===== src/rtl/sram_match_scheduler_if.sv =====
// ----------------------------------------------------------------------------
// sram_match_scheduler_if
// Bundles the frontend request side and the SRAM status/claim side of the
// match scheduler.
//   master : frontends/backends; drive requests and SRAM status, receive grants
//   slave  : the scheduler itself
// Signals
//   match_enable [NUM_PORT]          per-port request level
//   new_length   [NUM_PORT*9]        packet length in words, port p at [p*9 +: 9]
//   sram_free    [NUM_SRAM*FREE_W]   free words, SRAM s at [s*FREE_W +: FREE_W]
//   sram_busy    [NUM_SRAM]          SRAM owned by an in-flight packet
//   match_suc    [NUM_PORT]          one-hot one-cycle grant
//   match_sram   [SRAM_IDX_W]        chosen SRAM, valid while match_suc != 0
//   sram_claim   [NUM_SRAM]          one-hot claim pulse, coincident with match_suc
//   sched_busy   [1]                 scheduler FSM not idle
// ----------------------------------------------------------------------------
interface sram_match_scheduler_if #(
    parameter int unsigned NUM_PORT   = 16,
    parameter int unsigned NUM_SRAM   = 32,
    parameter int unsigned SRAM_IDX_W = 5,
    parameter int unsigned FREE_W     = 11
);
    logic [NUM_PORT-1:0]        match_enable;
    logic [NUM_PORT*9-1:0]      new_length;
    logic [NUM_SRAM*FREE_W-1:0] sram_free;
    logic [NUM_SRAM-1:0]        sram_busy;
    logic [NUM_PORT-1:0]        match_suc;
    logic [SRAM_IDX_W-1:0]      match_sram;
    logic [NUM_SRAM-1:0]        sram_claim;
    logic                       sched_busy;

    modport master (
        output match_enable,
        output new_length,
        output sram_free,
        output sram_busy,
        input  match_suc,
        input  match_sram,
        input  sram_claim,
        input  sched_busy
    );

    modport slave (
        input  match_enable,
        input  new_length,
        input  sram_free,
        input  sram_busy,
        output match_suc,
        output match_sram,
        output sram_claim,
        output sched_busy
    );
endinterface


===== src/rtl/sram_match_scheduler.sv =====
// ----------------------------------------------------------------------------
// sram_match_scheduler
// Binds each new packet from the port write frontends to one of NUM_SRAM
// shared SRAMs. Requests are arbitrated round-robin; SRAMs are scanned one per
// cycle from a rotating start index, looking for a non-busy SRAM with enough
// free words. The winner gets a one-cycle match_suc with the SRAM index, and the
// SRAM backend gets a coincident sram_claim pulse.
// Ports
//   clk    : clock
//   rst_n  : asynchronous active-low reset
//   bus    : sram_match_scheduler_if.slave (requests, SRAM status, grants)
// ----------------------------------------------------------------------------
module sram_match_scheduler #(
    parameter int unsigned NUM_PORT   = 16,
    parameter int unsigned NUM_SRAM   = 32,
    parameter int unsigned SRAM_IDX_W = 5,
    parameter int unsigned FREE_W     = 11
) (
    input logic                    clk,
    input logic                    rst_n,
    sram_match_scheduler_if.slave  bus
);
    localparam int unsigned PORT_IDX_W = (NUM_PORT > 1) ? $clog2(NUM_PORT) : 1;
    localparam int unsigned LEN_W      = 9;
    localparam int unsigned CMP_W      = FREE_W + LEN_W;

    typedef enum logic [1:0] {StIdle, StScan, StGrant, StCool} state_e;

    state_e                  state_q, state_d;
    logic [PORT_IDX_W-1:0]   rr_ptr_q, rr_ptr_d;
    logic [SRAM_IDX_W-1:0]   sram_ptr_q, sram_ptr_d;
    logic [SRAM_IDX_W-1:0]   scan_idx_q, scan_idx_d;
    logic [SRAM_IDX_W-1:0]   scan_cnt_q, scan_cnt_d;
    logic [PORT_IDX_W-1:0]   cur_port_q, cur_port_d;
    logic [LEN_W-1:0]        cur_len_q, cur_len_d;
    logic [NUM_PORT-1:0]     match_suc_q, match_suc_d;
    logic [SRAM_IDX_W-1:0]   match_sram_q, match_sram_d;
    logic [NUM_SRAM-1:0]     sram_claim_q, sram_claim_d;

    logic                    pick_valid;
    logic [PORT_IDX_W-1:0]   pick_port;
    logic [FREE_W-1:0]       free_cur;
    logic                    eligible;
    logic [SRAM_IDX_W-1:0]   scan_idx_inc;
    logic [PORT_IDX_W-1:0]   cur_port_inc;

    // Round-robin pick: first requester at or after rr_ptr, wrapping modulo NUM_PORT.
    always_comb begin : p_pick
        int unsigned cand;
        cand       = 0;
        pick_valid = 1'b0;
        pick_port  = '0;
        for (int unsigned i = 0; i < NUM_PORT; i++) begin
            cand = 32'(rr_ptr_q) + i;
            if (cand >= NUM_PORT) begin
                cand = cand - NUM_PORT;
            end
            if (!pick_valid && bus.match_enable[cand]) begin
                pick_valid = 1'b1;
                pick_port  = PORT_IDX_W'(cand);
            end
        end
    end

    // Busy and free are sampled live; cur_len is the length frozen at pick time.
    always_comb begin
        free_cur = bus.sram_free[scan_idx_q*FREE_W +: FREE_W];
        eligible = !bus.sram_busy[scan_idx_q] && (CMP_W'(free_cur) >= CMP_W'(cur_len_q));
    end

    // Plain modulo increments; counts need not be powers of two.
    always_comb begin
        scan_idx_inc = (scan_idx_q == SRAM_IDX_W'(NUM_SRAM - 1)) ? '0 : scan_idx_q + 1'b1;
        cur_port_inc = (cur_port_q == PORT_IDX_W'(NUM_PORT - 1)) ? '0 : cur_port_q + 1'b1;
    end

    always_comb begin
        state_d      = state_q;
        rr_ptr_d     = rr_ptr_q;
        sram_ptr_d   = sram_ptr_q;
        scan_idx_d   = scan_idx_q;
        scan_cnt_d   = scan_cnt_q;
        cur_port_d   = cur_port_q;
        cur_len_d    = cur_len_q;
        // Outputs are pulses: zero unless the GRANT state sets them.
        match_suc_d  = '0;
        match_sram_d = '0;
        sram_claim_d = '0;

        unique case (state_q)
            StIdle: begin
                if (pick_valid) begin
                    cur_port_d = pick_port;
                    cur_len_d  = bus.new_length[pick_port*LEN_W +: LEN_W];
                    scan_idx_d = sram_ptr_q;
                    scan_cnt_d = '0;
                    state_d    = StScan;
                end
            end
            StScan: begin
                if (!bus.match_enable[cur_port_q]) begin
                    // Withdrawal wins over eligibility; pointers stay put.
                    state_d = StIdle;
                end else if (eligible) begin
                    // scan_idx_q is held and serves as the found index in GRANT.
                    state_d = StGrant;
                end else if (scan_cnt_q == SRAM_IDX_W'(NUM_SRAM - 1)) begin
                    // Full sweep failed: give the next port a turn.
                    state_d  = StIdle;
                    rr_ptr_d = cur_port_inc;
                end else begin
                    scan_idx_d = scan_idx_inc;
                    scan_cnt_d = scan_cnt_q + 1'b1;
                end
            end
            StGrant: begin
                match_suc_d[cur_port_q]  = 1'b1;
                match_sram_d             = scan_idx_q;
                sram_claim_d[scan_idx_q] = 1'b1;
                rr_ptr_d                 = cur_port_inc;
                sram_ptr_d               = scan_idx_inc;
                state_d                  = StCool;
            end
            StCool: begin
                // Gives the frontend time to drop its request and the backend to go busy.
                state_d = StIdle;
            end
            default: begin
                state_d = StIdle;
            end
        endcase
    end

    always_ff @(posedge clk or negedge rst_n) begin
        if (!rst_n) begin
            state_q      <= StIdle;
            rr_ptr_q     <= '0;
            sram_ptr_q   <= '0;
            scan_idx_q   <= '0;
            scan_cnt_q   <= '0;
            cur_port_q   <= '0;
            cur_len_q    <= '0;
            match_suc_q  <= '0;
            match_sram_q <= '0;
            sram_claim_q <= '0;
        end else begin
            state_q      <= state_d;
            rr_ptr_q     <= rr_ptr_d;
            sram_ptr_q   <= sram_ptr_d;
            scan_idx_q   <= scan_idx_d;
            scan_cnt_q   <= scan_cnt_d;
            cur_port_q   <= cur_port_d;
            cur_len_q    <= cur_len_d;
            match_suc_q  <= match_suc_d;
            match_sram_q <= match_sram_d;
            sram_claim_q <= sram_claim_d;
        end
    end

    assign bus.match_suc  = match_suc_q;
    assign bus.match_sram = match_sram_q;
    assign bus.sram_claim = sram_claim_q;
    assign bus.sched_busy = (state_q != StIdle);

endmodule


===== src/flat_wrapper.sv =====
// flat-port wrapper written by rule: the top's interface ports become plain ports
module sram_match_scheduler_flat 
#(
    parameter int unsigned NUM_PORT   = 16,
    parameter int unsigned NUM_SRAM   = 32,
    parameter int unsigned SRAM_IDX_W = 5,
    parameter int unsigned FREE_W     = 11
)
  (clk, rst_n, bus_match_enable, bus_new_length, bus_sram_free, bus_sram_busy, bus_match_suc, bus_match_sram, bus_sram_claim, bus_sched_busy);
  sram_match_scheduler_if #(.NUM_PORT(NUM_PORT), .NUM_SRAM(NUM_SRAM), .SRAM_IDX_W(SRAM_IDX_W), .FREE_W(FREE_W)) bus_i ();
  input logic clk;
  input logic rst_n;
  input wire logic [$bits(bus_i.match_enable)-1:0] bus_match_enable;
  input wire logic [$bits(bus_i.new_length)-1:0] bus_new_length;
  input wire logic [$bits(bus_i.sram_free)-1:0] bus_sram_free;
  input wire logic [$bits(bus_i.sram_busy)-1:0] bus_sram_busy;
  output wire logic [$bits(bus_i.match_suc)-1:0] bus_match_suc;
  output wire logic [$bits(bus_i.match_sram)-1:0] bus_match_sram;
  output wire logic [$bits(bus_i.sram_claim)-1:0] bus_sram_claim;
  output wire logic [$bits(bus_i.sched_busy)-1:0] bus_sched_busy;
  assign bus_i.match_enable = bus_match_enable;
  assign bus_i.new_length = bus_new_length;
  assign bus_i.sram_free = bus_sram_free;
  assign bus_i.sram_busy = bus_sram_busy;
  assign bus_match_suc = bus_i.match_suc;
  assign bus_match_sram = bus_i.match_sram;
  assign bus_sram_claim = bus_i.sram_claim;
  assign bus_sched_busy = bus_i.sched_busy;
  sram_match_scheduler #(.NUM_PORT(NUM_PORT), .NUM_SRAM(NUM_SRAM), .SRAM_IDX_W(SRAM_IDX_W), .FREE_W(FREE_W)) u_core (.clk(clk), .rst_n(rst_n), .bus(bus_i));
endmodule

===== config.mk =====
export PLATFORM = sky130hd
export DESIGN_NAME = sram_match_scheduler_flat
export DESIGN_NICKNAME = d
export VERILOG_FILES = /design/src/rtl/sram_match_scheduler_if.sv /design/src/rtl/sram_match_scheduler.sv /design/src/flat_wrapper.sv
export SDC_FILE = /design/constraint.sdc
export NUM_CORES = 1
export LEC_CHECK = 0
export BUFFER_PORTS_ARGS = -buffer_cell sky130_fd_sc_hd__buf_2
export CAP_MARGIN = 15
export CORE_AREA = 5 5 233 235
export CTS_CLUSTER_DIAMETER = 60
export DETAILED_ROUTE_END_ITERATION = 6
export DIE_AREA = 0 0 238 240
export GPL_ROUTABILITY_DRIVEN = 0
export MAX_ROUTING_LAYER = met4
export REMOVE_ABC_BUFFERS = 1
export SLEW_MARGIN = 10
export SYNTH_ARGS = -nofsm -noshare
export SYNTH_HDL_FRONTEND = slang
export SYNTH_SLANG_ARGS = --single-unit

===== constraint.sdc =====
create_clock -name clk -period 6.9 [get_ports clk]
set_input_delay 0.69 -clock clk [delete_from_list [all_inputs] [get_ports clk]]
set_output_delay 0.69 -clock clk [all_outputs]
set_load 0.005 [all_outputs]

# After elaboration in Yosys (flattened, before gate mapping)
# Index checks and enable logic that the tools add are counted.
# Widths: inputs -> output; s select.
# classes
n_addsub,34
n_mul,2
magnitude_cmp,37
eq_ne,12
shift,2
mux,112
n_reduce_logical,42
# op_table
op,count
$mux 32,17
$lt 32x5->1 const B,16
$ge 32x5->1 const B,15
$sub 32x5->32 const B,15
$shiftx 352x10->11,1
$shiftx 144x9->9,1
$mux 4,20
$bmux 1 s4,17
$mux 5,10
$add 4x4->5 const B,8
$mux 1,36
$add 4x3->5 const B,4
$pmux 5 s2,2
$logic_and 1x1->1,18
$logic_not 1->1,16
$mux 16,1
$ge 11x9->1,1
$add 4x2->5 const B,2
$add 5x1->5 const B,2
$eq 5x5->1 const B,2
$mul 5x4->9 const B,1
$mul 4x4->8 const B,1
$mux 2,4
$pmux 2 s4,1
23 further kinds,30
# word_totals
reg_bits,87
in_bits,546
out_inout_bits,54

# Depth between registers and ports, before layout
# Gate-level depths: netlist of the first run.
# logic_depth
ltp_word,52
mapped_depth,22
ltp_nobuf,17

# Worst setup path before layout of the first run
# Ideal clock, no wire load.
# synth_path
path_kind,register to register
startpoint,register u_core.scan_idx_q[0]
endpoint,register u_core.scan_idx_q[3]
setup_time_ns,0.125
arrival_time_ns,5.735
required_ns,6.775
setup_slack_ns,1.040
stages_incl_launch_ff,21
synth_period_minus_slack_ns,5.860
cell_sequence,dfrtp_1 > clkbuf_1 > buf_1 > clkbuf_1 > buf_1 > buf_1 > mux4_2 > a22oi_1 > nand4_1 > ha_1 > a21o_1 > a21o_1 > a21o_1 > a21o_1 > a21o_1 > a21o_1 > a21o_1 > a21oi_1 > o21ai_0 > a21oi_1 > mux2_2
# synth_via
elab_chain_cells,6
elab_cells_between_ends,16
classes_between,1 x add/sub; 1 x mul; 1 x order compare; 2 x eq/ne; 1 x shift; 7 x mux; 3 x reduce/logical
# synth_rtl
item,line_no,source
"start, declared",sram_match_scheduler.sv:32,"logic [SRAM_IDX_W-1:0] scan_idx_q, scan_idx_d;"
"start signal, assigned",sram_match_scheduler.sv:150,scan_idx_q <= scan_idx_d;
$mul 5x4->9 (tied with other cells),sram_match_scheduler.sv:67,free_cur = bus.sram_free[scan_idx_q*FREE_W +: FREE_W];
$shiftx 352x10->11 (tied with other cells),sram_match_scheduler.sv:67,
$ge 11x9->1 (tied with other cells),sram_match_scheduler.sv:68,eligible = !bus.sram_busy[scan_idx_q] && (CMP_W'(free_cur) >= CMP_W'(cur_len_q));
$logic_and 1x1->1 or $mux 5 (tied branches),"sram_match_scheduler.sv:68, sram_match_scheduler.sv:104",
$ne 2x2->1 (no line) or $mux 5 (tied branches),-,
$reduce_and 5->1 (no line) or $pmux 5 s2 (tied branches),-,
# Several ways; a longest one is shown, not always the timed one. The select of a mux whose other input is x is not followed.
# A chain may end at the register's enable or synchronous reset.

# Final worst setup path of the first run
# layout_path
startpoint,register u_core.rr_ptr_q[0]
endpoint,register u_core.cur_len_q[0]
# layout_via
elab_chain_cells,52
elab_cells_between_ends,160
classes_between,31 x add/sub; 1 x mul; 16 x order compare; 1 x shift; 80 x mux; 31 x reduce/logical
# layout_rtl
item,line_no,source
"start, declared",sram_match_scheduler.sv:30,"logic [PORT_IDX_W-1:0] rr_ptr_q, rr_ptr_d;"
"start signal, assigned",sram_match_scheduler.sv:148,rr_ptr_q <= rr_ptr_d;
branches (longest 52 deep; another with $sub 32x5->32),-,
"end signal, assigned",sram_match_scheduler.sv:153,cur_len_q <= cur_len_d;
"end, declared",sram_match_scheduler.sv:35,"logic [LEN_W-1:0] cur_len_q, cur_len_d;"
# Parallel ways; which one is timed is not known. The select of a mux whose other input is x is not followed.

==> results.tsv, run 1 <==
stage	metric	value	unit
critical_path	setup.worst_path.start_class	flop	
die	fp.dieH	240	um
die	dieWidth	238	um
route	num_vias	11500	
die	num_rows	84	
yosys	synth.yosys.seq_area_share	21.7	%
critical_path	timing.reg2reg.setup_slack	900	ps
die	dieArea	0.0571	mm^2
finish	area_delta_synth_final	41.5	%
cts	clockBufferDepth	2	
min_path	timing.hold.worst.class	in2async	
cts	cts_buffers	9	
die	core_area	0.0520	mm^2
placement	place.port_buffers	599	
run_status	outcome	completed	
die	initial_utilization	19.3	%
timing	timing_hold_violations_final	0	
timing	worst_pin_slew	1120	ps
cts	ctsRootBufferMaster	sky130_fd_sc_hd__clkbuf_16	
critical_path	crit_path_max_fanout	17	
yosys	yosys_warning_total	0	
placement	dpl.hpwl	51000	um
critical_path	end_kind	flop	
yosys	yosys-top-cells-count	114 x sky130_fd_sc_hd__mux2i_1, 112 x sky130_fd_sc_hd__mux4_2, 101 x sky130_fd_sc_hd__nor2_1	
cts	clkLatencyLatePin	360	ps
global_route	antenna_found_initial	39	
cts	htree_num_levels	3	
critical_path	critPathKind	reg2reg	
power	design_power_total	8.23	mW
yosys	synth.avg_cell_area	9.90	um^2
yosys	yosysUniqueCellTypes	70	
cts	cts_num_sinks	87	
placement	dpl_worst_slack	973	ps
critical_path	required	7120	ps
cts	clk_pin_slew_worst_paths	70	ps
job	max_cap_violations	0	
route	detail_route.wl_per_cell	26.2	um
power	power_leakage	6.69	nW
yosys	area_share_of_the_largest_cell_type_after_synthesis	25.1	%
global_route	global_route.usage.total	20.5	%
yosys	synth_async_sr_flop_share	100	%
die	io_pins	600	
placement	dpl.cell_count	2250	
yosys	synthDominantAreaCellType	sky130_fd_sc_hd__mux4_2	
finish	fraction_of_final_layout_cells_sized_beyond_drive_strength_1	49.8	%
route	post-route-drc-count	0	
timing	fin_hold_ws	267	ps
cts	tritoncts_clock_tree	yes	
yosys	synth.cell_area	0.0100	mm^2
cts	ctsHoldBuffers	0	
global_route	grt_pass1_vias	11900	
finish	fin_nets	2146	
timing	setup_ws	904	ps
route	route.detailed.vias_per_inst	5.04	
timing	final.period_utilization	86.9	%
timing	highest_clock_rate	167	MHz
finish	multiInputGateArea	0.00744	mm^2
timing	skew	15.1	ps
global_route	grt_first_pass_wirelength	83000	um
critical_path	worst-endpoint-arrival	6210	ps
route	first_pass_iters	5	
timing	drv_slew	0	
yosys	synthCells	1015	
route	final_antenna_net_count	0	
cts	postCtsSetupBuffers	0	
timing	layout_min_cycle_time	6000	ps
finish	seqCellArea	0.00219	mm^2
timing	grt_setup_unrepaired	false	
yosys	synth_top_cells_by_area	sky130_fd_sc_hd__mux4_2 25%, sky130_fd_sc_hd__dfrtp_1 22%, sky130_fd_sc_hd__mux2i_1 11%	
power	power.ir.vdd_worst	0.000447	V
yosys	synth_ff_type	sky130_fd_sc_hd__dfrtp_1	
cts	cts-resized-gates	0	
finish	fillCellCount	5492	
global_route	grt_start_max_net_pins	58	
yosys	synthMostInstantiatedCell	sky130_fd_sc_hd__mux2i_1	
route	dr.first_iter.drc_count	976	
finish	finalCoreUtilization	27.3	%
timing	maxSlewHeadroom	25.1	%
timing	timing.final.setup_violations	0	
global_route	remaining_overflow_grt	0	
power	p_per_area	579	mW/mm^2
finish	fin_cells	2286	
yosys	synth-seq-cells	87	
route	totalWireLength	60000	um
yosys	synth_edf_count	0	
-- worst paths after layout --
check	startpoint	end	cells past startpoint
worst max-delay path	u_core.rr_ptr_q[0]	u_core.cur_len_q[0]	14
worst max register to register	u_core.rr_ptr_q[0]	u_core.cur_len_q[0]	14
worst min register to register	u_core.sram_ptr_q[3]	u_core.sram_ptr_q[3]	2
max in group asynchronous	rst_n	u_core.scan_idx_q[1]	2
min in group clk	u_core.sram_ptr_q[3]	u_core.sram_ptr_q[3]	2
worst min-delay path	rst_n	u_core.bus.match_suc[11]	1
-- state kept, by name, indices dropped and copies added (netlist names), named ones only --
| signal | cells |
|---|---|
| u_core.cur_port_q | 4 |
| u_core.bus.match_suc | 16 |
| u_core.state_q | 1 |
| u_core.cur_len_q | 9 |
| u_core.bus.sram_claim | 32 |
| u_core.bus.match_sram | 5 |
| u_core.scan_cnt_q | 5 |
| u_core.rr_ptr_q | 4 |
| u_core.scan_idx_q | 5 |
| u_core.sram_ptr_q | 5 |
-- final cells by class --
type / count / area share [%]
Tap cell: 688 / 6.05
Multi-Input combinational cell: 825 / 52.3
Clock buffer: 10 / 1.68
Sequential cell: 87 / 15.4
Inverter: 29 / 0.765
Clock inverter: 5 / 0.906
Timing Repair Buffer: 621 / 22.5
Antenna cell: 21 / 0.369
-- through the flow --
stage                     cell area (um^2)  setup TNS, ps
after floorplan                       9700         -34940
after global placement               13800              0
after detailed placement             13800              0
after CTS                            14200              0
after global routing                 14200              0
final                                14200              0
-- per-layer routing --
metal | GRT usage (%) | part of all wire [%] | wire length [um]
met5 | - | 0 | 0
met4 | 2.83 | 1.4 | 836
met3 | 5.84 | 9.7 | 5830
met2 | 33.0 | 47 | 28100
met1 | 26.7 | 42 | 25200
-- cells in the final DEF (no fill, tap or decap), drive strengths merged, types with 7 or more instances in the layout --
cell type,n
dfrtp,87
nor3,31
mux4,115
a211oi,11
o22ai,13
nand2b,8
buf,621
mux2,18
nand4,13
and2,10
nor2b,10
o31ai,8
o21ai,30
nand3,15
a21oi,39
mux2i,114
a21o,8
nor2,102
o2111ai,14
diode,21
ha,27
clkbuf,10
a22oi,44
or3,8
inv,26
a221oi,7
a22o,7
nand2,96
xnor2,10
-- logic make-up after synthesis --
kind of cell	Yosys count	share of synthesized area (%)
flip-flops	87	21.7
buffers and inverters	103	4.58
adder cells (fa/ha/maj)	27	3.36
XOR/XNOR	14	1.22
AND/OR/NAND/NOR	320	14.8
multiplexers	247	39.3
AO/OA/AOI/OAI	217	15.1
-- power breakdown --
part | internal, mW | switching [mW]
Combinational | 2.81 | 3.87
Clock | 0.400 | 0.220
Sequential | 0.611 | 0.314
Total | 3.82 | 4.41
-- critical path, stage by stage (launching register included) --
cell and delay, ps:
sky130_fd_sc_hd__dfrtp_2 630, sky130_fd_sc_hd__clkinv_1 310, sky130_fd_sc_hd__ha_1 810, sky130_fd_sc_hd__mux4_2 600, sky130_fd_sc_hd__mux2_2 330, sky130_fd_sc_hd__mux2_2 400, sky130_fd_sc_hd__nor3_1 440, sky130_fd_sc_hd__nand4_1 380
sky130_fd_sc_hd__a221oi_1 330, sky130_fd_sc_hd__o32a_1 220, sky130_fd_sc_hd__nand2_2 260, sky130_fd_sc_hd__nor2_1 730, sky130_fd_sc_hd__nand2_1 130, sky130_fd_sc_hd__o2111ai_1 140, sky130_fd_sc_hd__o2111ai_1 140
Power figures use the tool's default switching activity.
==> inputs of run 2 (changes only) <==
ABC_AREA = 1   (was not set)
CORE_AREA = 5 5 230 232   (was 5 5 233 235)
DIE_AREA = 0 0 235 237   (was 0 0 238 240)
HOLD_SLACK_MARGIN = 0.06   (was not set)
clock period = 6.5 ns   (was 6.9 ns; I/O delays follow)
==> results.tsv, run 2 <==
stage	metric	value	unit
global_route	grt_busiest_layer	met2	
yosys	synth_top_cells_by_area	sky130_fd_sc_hd__dfrtp_1 22%, sky130_fd_sc_hd__nand3_1 15%, sky130_fd_sc_hd__nand2_1 13%	
timing	highest_clock_rate	200	MHz
critical_path	maximum_cell_stage_delay_along_the_critical_path	500	ps
critical_path	timing.critical_path.mode_cell	sky130_fd_sc_hd__o21ai_0	
finish	layout.cell_area.non_filler	0.0138	mm^2
finish	layout_commonest_cell	sky130_fd_sc_hd__buf_2	
finish	largest_register_ff_count	32	
finish	finalCoreUtilization	27.2	%
cts	tritoncts_clock_tree	yes	
critical_path	reg2reg_to	u_core.scan_cnt_q[3]	
die	dieArea	0.0557	mm^2
route	totalWireLength	55300	um
finish	fraction_of_final_layout_cells_sized_beyond_drive_strength_1	31.8	%
cts	clkLatencyLatePin	350	ps
yosys	synth_async_sr_flop_share	100	%
critical_path	crit_path_max_fanout	179	
die	fp.dieH	237	um
run_status	outcome	completed	
job	max_cap_violations	0	
die	io_pins	600	
timing	skew	14.8	ps
die	initial_utilization	19.3	%
critical_path	r2r.worst_path.cells	22	
cts	ctsHoldBuffers	0	
timing	layout_min_cycle_time	4990	ps
global_route	grt.met1_usage	24.1	%
route	num_vias	13800	
timing	final.period_utilization	76.7	%
route	route.detailed.vias_per_inst	4.83	
power	sw_pwr	5.81	mW
power	power.ir.vdd_worst	0.000551	V
critical_path	setup.worst_path.start_class	flop	
critical_path	timing.reg2reg.setup_slack	1510	ps
finish	multiInputGateArea	0.00679	mm^2
global_route	antenna_found_initial	20	
cts	clockBufferDepth	2	
timing	timing_hold_violations_final	0	
cts	cts_num_sinks	87	
finish	fin_nets	2741	
global_route	grt_util_met3	3.28	%
yosys	synth_ff_type	sky130_fd_sc_hd__dfrtp_1	
placement	place.port_buffers	599	
global_route	remaining_overflow_grt	0	
placement	dpl_cell_area	0.0134	mm^2
critical_path	required	6730	ps
timing	worst_pin_slew	1110	ps
die	core_area	0.0508	mm^2
timing	grt_setup_unrepaired	false	
global_route	grt_pass1_vias	13100	
yosys	synthCells	1642	
critical_path	critPathSlowestCell	sky130_fd_sc_hd__dfrtp_4	
finish	seqCellArea	0.00218	mm^2
die	dieWidth	235	um
global_route	global_route.usage.total	18.9	%
cts	htree_num_levels	3	
yosys	yosysUniqueCellTypes	46	
critical_path	worst-endpoint-arrival	5210	ps
power	power_frac_comb	85.4	%
placement	dpl.hpwl	44900	um
yosys	synth_adder_area_share	3.45	%
critical_path	critPathKind	reg2reg	
cts	postCtsSetupBuffers	0	
timing	drv_slew	0	
yosys	yosys-top-cells-count	331 x sky130_fd_sc_hd__nand2_1, 292 x sky130_fd_sc_hd__nand3_1, 263 x sky130_fd_sc_hd__nor2_1	
critical_path	worstPathBufferInverterCount	2	
critical_path	regToRegStartpoint	u_core.scan_idx_q[0]	
route	detail_route.wl_per_cell	19.3	um
cts	clk_pin_slew_worst_paths	70	ps
power	sequentialPowerShare	8.3	%
finish	mostFrequentLayoutCells	598 x sky130_fd_sc_hd__buf_2, 331 x sky130_fd_sc_hd__nand2_1, 292 x sky130_fd_sc_hd__nand3_1, 255 x sky130_fd_sc_hd__nor2_1, 195 x sky130_fd_sc_hd__o21ai_0	
cts	cts_buffers	9	
power	net_sw_share	62.4	%
cts	ctsRootBufferMaster	sky130_fd_sc_hd__clkbuf_16	
yosys	synthMostInstantiatedCell	sky130_fd_sc_hd__nand2_1	
yosys	synth_top_family_by_area	simple AND/OR/NAND/NOR gates	
global_route	grt_start_max_net_pins	180	
yosys	synth.area.mux_share	0.102	%
critical_path	path_delay_family	compound AO/OA/AOI/OAI gates	
power	power_leakage	7.04	nW
route	final_antenna_net_count	0	
power	p_per_area	675	mW/mm^2
yosys	synth.yosys.seq_area_share	22.2	%
timing	timing.final.setup_violations	0	
yosys	synth-compound-area-share	21.8	%
die	num_rows	83	
route	dr.first_iter.drc_count	1285	
yosys	share_of_synthesized_cell_area_in_and_or_nand_and_nor_gates	42.5	%
power	cellInternalPower	3.51	mW
yosys	synthDominantAreaCellType	sky130_fd_sc_hd__dfrtp_1	
route	first_pass_iters	6	
finish	area_delta_synth_final	40.8	%
critical_path	end_kind	flop	
min_path	timing.hold.worst.class	in2async	
cts	cts-resized-gates	0	
global_route	grt_first_pass_wirelength	79700	um
yosys	synth-seq-cells	87	
global_route	globalRouteMet2Util	31.6	%
timing	maxSlewHeadroom	26.2	%
finish	fillCellCount	5835	
yosys	synth.avg_cell_area	5.97	um^2
yosys	synth_edf_count	0	
critical_path	critical_path.cell_chain	buf_12 -> o21ai_0 -> o22ai_1 -> a22o_1 -> a221oi_1 -> nand2_1 -> ha_1 -> a21oi_1 -> nor2_1 -> a211oi_1 -> o21ai_0 -> a21o_1 -> o21ai_0 -> nand4_1 -> nand2_1 -> nand2_1 -> a21oi_1 -> nand3_1 -> inv_1 -> nand4_1 -> o21ai_0 -> a21oi_1	
critical_path	path_depth	22	
power	share_clk_of_total_power	6.3	%
route	post-route-drc-count	0	
yosys	synth_xor_xnor_area_share	1.21	%
yosys	area_share_of_the_largest_cell_type_after_synthesis	22.2	%
yosys	yosys_warning_total	0	
yosys	synth.cell_area	0.00980	mm^2
-- run 2: cell types whose count changed in the layout (fill, tap and decap cells not counted), moves of 14 or more --
cell / previous run / this run
sky130_fd_sc_hd__o21ai_0: 24 / 195
sky130_fd_sc_hd__a221oi_1: 6 / 20
sky130_fd_sc_hd__nor2_1: 101 / 255
sky130_fd_sc_hd__a22oi_1: 44 / 2
sky130_fd_sc_hd__a21oi_1: 39 / 13
sky130_fd_sc_hd__o22ai_1: 13 / 82
sky130_fd_sc_hd__inv_1: 25 / 78
sky130_fd_sc_hd__mux4_2: 112 / 0
sky130_fd_sc_hd__mux2_2: 18 / 0
sky130_fd_sc_hd__nand2_1: 95 / 331
sky130_fd_sc_hd__nand3_1: 15 / 292
sky130_fd_sc_hd__mux2i_1: 114 / 1
sky130_fd_sc_hd__o2111ai_1: 14 / 0
-- run 2: worst register-to-register path, cell delays in order, from the launching register on --
cell and delay (ps):
sky130_fd_sc_hd__dfrtp_4 500, sky130_fd_sc_hd__buf_12 260, sky130_fd_sc_hd__o21ai_0 440, sky130_fd_sc_hd__o22ai_1 100
sky130_fd_sc_hd__a22o_1 210, sky130_fd_sc_hd__a221oi_1 380, sky130_fd_sc_hd__nand2_1 130, sky130_fd_sc_hd__ha_1 310
sky130_fd_sc_hd__a21oi_1 160, sky130_fd_sc_hd__nor2_1 60, sky130_fd_sc_hd__a211oi_1 220, sky130_fd_sc_hd__o21ai_0 140
sky130_fd_sc_hd__a21o_1 170, sky130_fd_sc_hd__o21ai_0 320, sky130_fd_sc_hd__nand4_1 140, sky130_fd_sc_hd__nand2_1 130
sky130_fd_sc_hd__nand2_1 90, sky130_fd_sc_hd__a21oi_1 180, sky130_fd_sc_hd__nand3_1 180, sky130_fd_sc_hd__inv_1 330
sky130_fd_sc_hd__nand4_1 160, sky130_fd_sc_hd__o21ai_0 180, sky130_fd_sc_hd__a21oi_1 50
-- run 2: metrics by stage --
| stage | worst slack (ps) | total power [mW] | setup TNS, ps | hold slack [ps] | instances |
|---|---|---|---|---|---|
| after CTS | 1520 | 9.37 | 0 | 172 | 2853 |
| after detailed placement | 1550 | 8.76 | 0 | 481 | 2837 |
| after global routing | 1170 | 10.4 | 0 | 186 | 2863 |
| final | 1510 | 9.32 | 0 | 174 | 2865 |
| after floorplan | -2880 | 6.07 | -53020 | 354 | 1529 |
| after global placement | 1560 | 8.77 | 0 | 472 | 2837 |
-- run 2: how the worst max path moves through the flow --
stage | start | endpoint | slack [ps]
floorplan | u_core.scan_idx_q[0] | u_core.scan_cnt_q[3] | -2880
global placement | u_core.scan_idx_q[0] | u_core.scan_cnt_q[3] | 1560
detailed placement | u_core.scan_idx_q[0] | u_core.scan_cnt_q[3] | 1550
CTS | u_core.scan_idx_q[0] | u_core.scan_cnt_q[3] | 1520
global route | u_core.scan_idx_q[0] | u_core.scan_cnt_q[3] | 1170
finish | u_core.scan_idx_q[0] | u_core.scan_cnt_q[3] | 1510
-- run 2: cells by family after synthesis --
logic type | after synthesis
xor gates and xnor gates | 11
AOI/OAI and AO/OA | 359
and+or+nand+nor | 953
muxes | 1
DFF | 87
adders and majority gates | 27
buffers and inverters | 204
-- run 2: cell type report --
type                            instances  area share, %
Timing Repair Buffer                  628           23.7
Antenna cell                           12          0.218
Sequential cell                        87           15.8
Clock buffer                            9           1.63
Inverter                               91           2.51
Multi-Input combinational cell       1351           49.2
Clock inverter                          7          0.780
Tap cell                              680           6.16
-- run 2: per-layer routing --
layer,routed length [um],vias up,share of wire (%)
li1,-,6741,-
met1,23100,6396,42
met2,27100,623,49
met3,3990,66,7.2
met4,1150,0,2.1
met5,0,-,0
-- run 2: power groups by stage --
stage	sequential (mW)	combinational, mW	clock, mW
2_1_floorplan	0.896	5.18	0
3_3_place_gp	0.783	7.98	0
3_5_place_dp	0.780	7.98	0
4_1_cts	0.773	8.00	0.600
5_1_grt	0.787	8.97	0.625
6_report	0.771	7.96	0.586
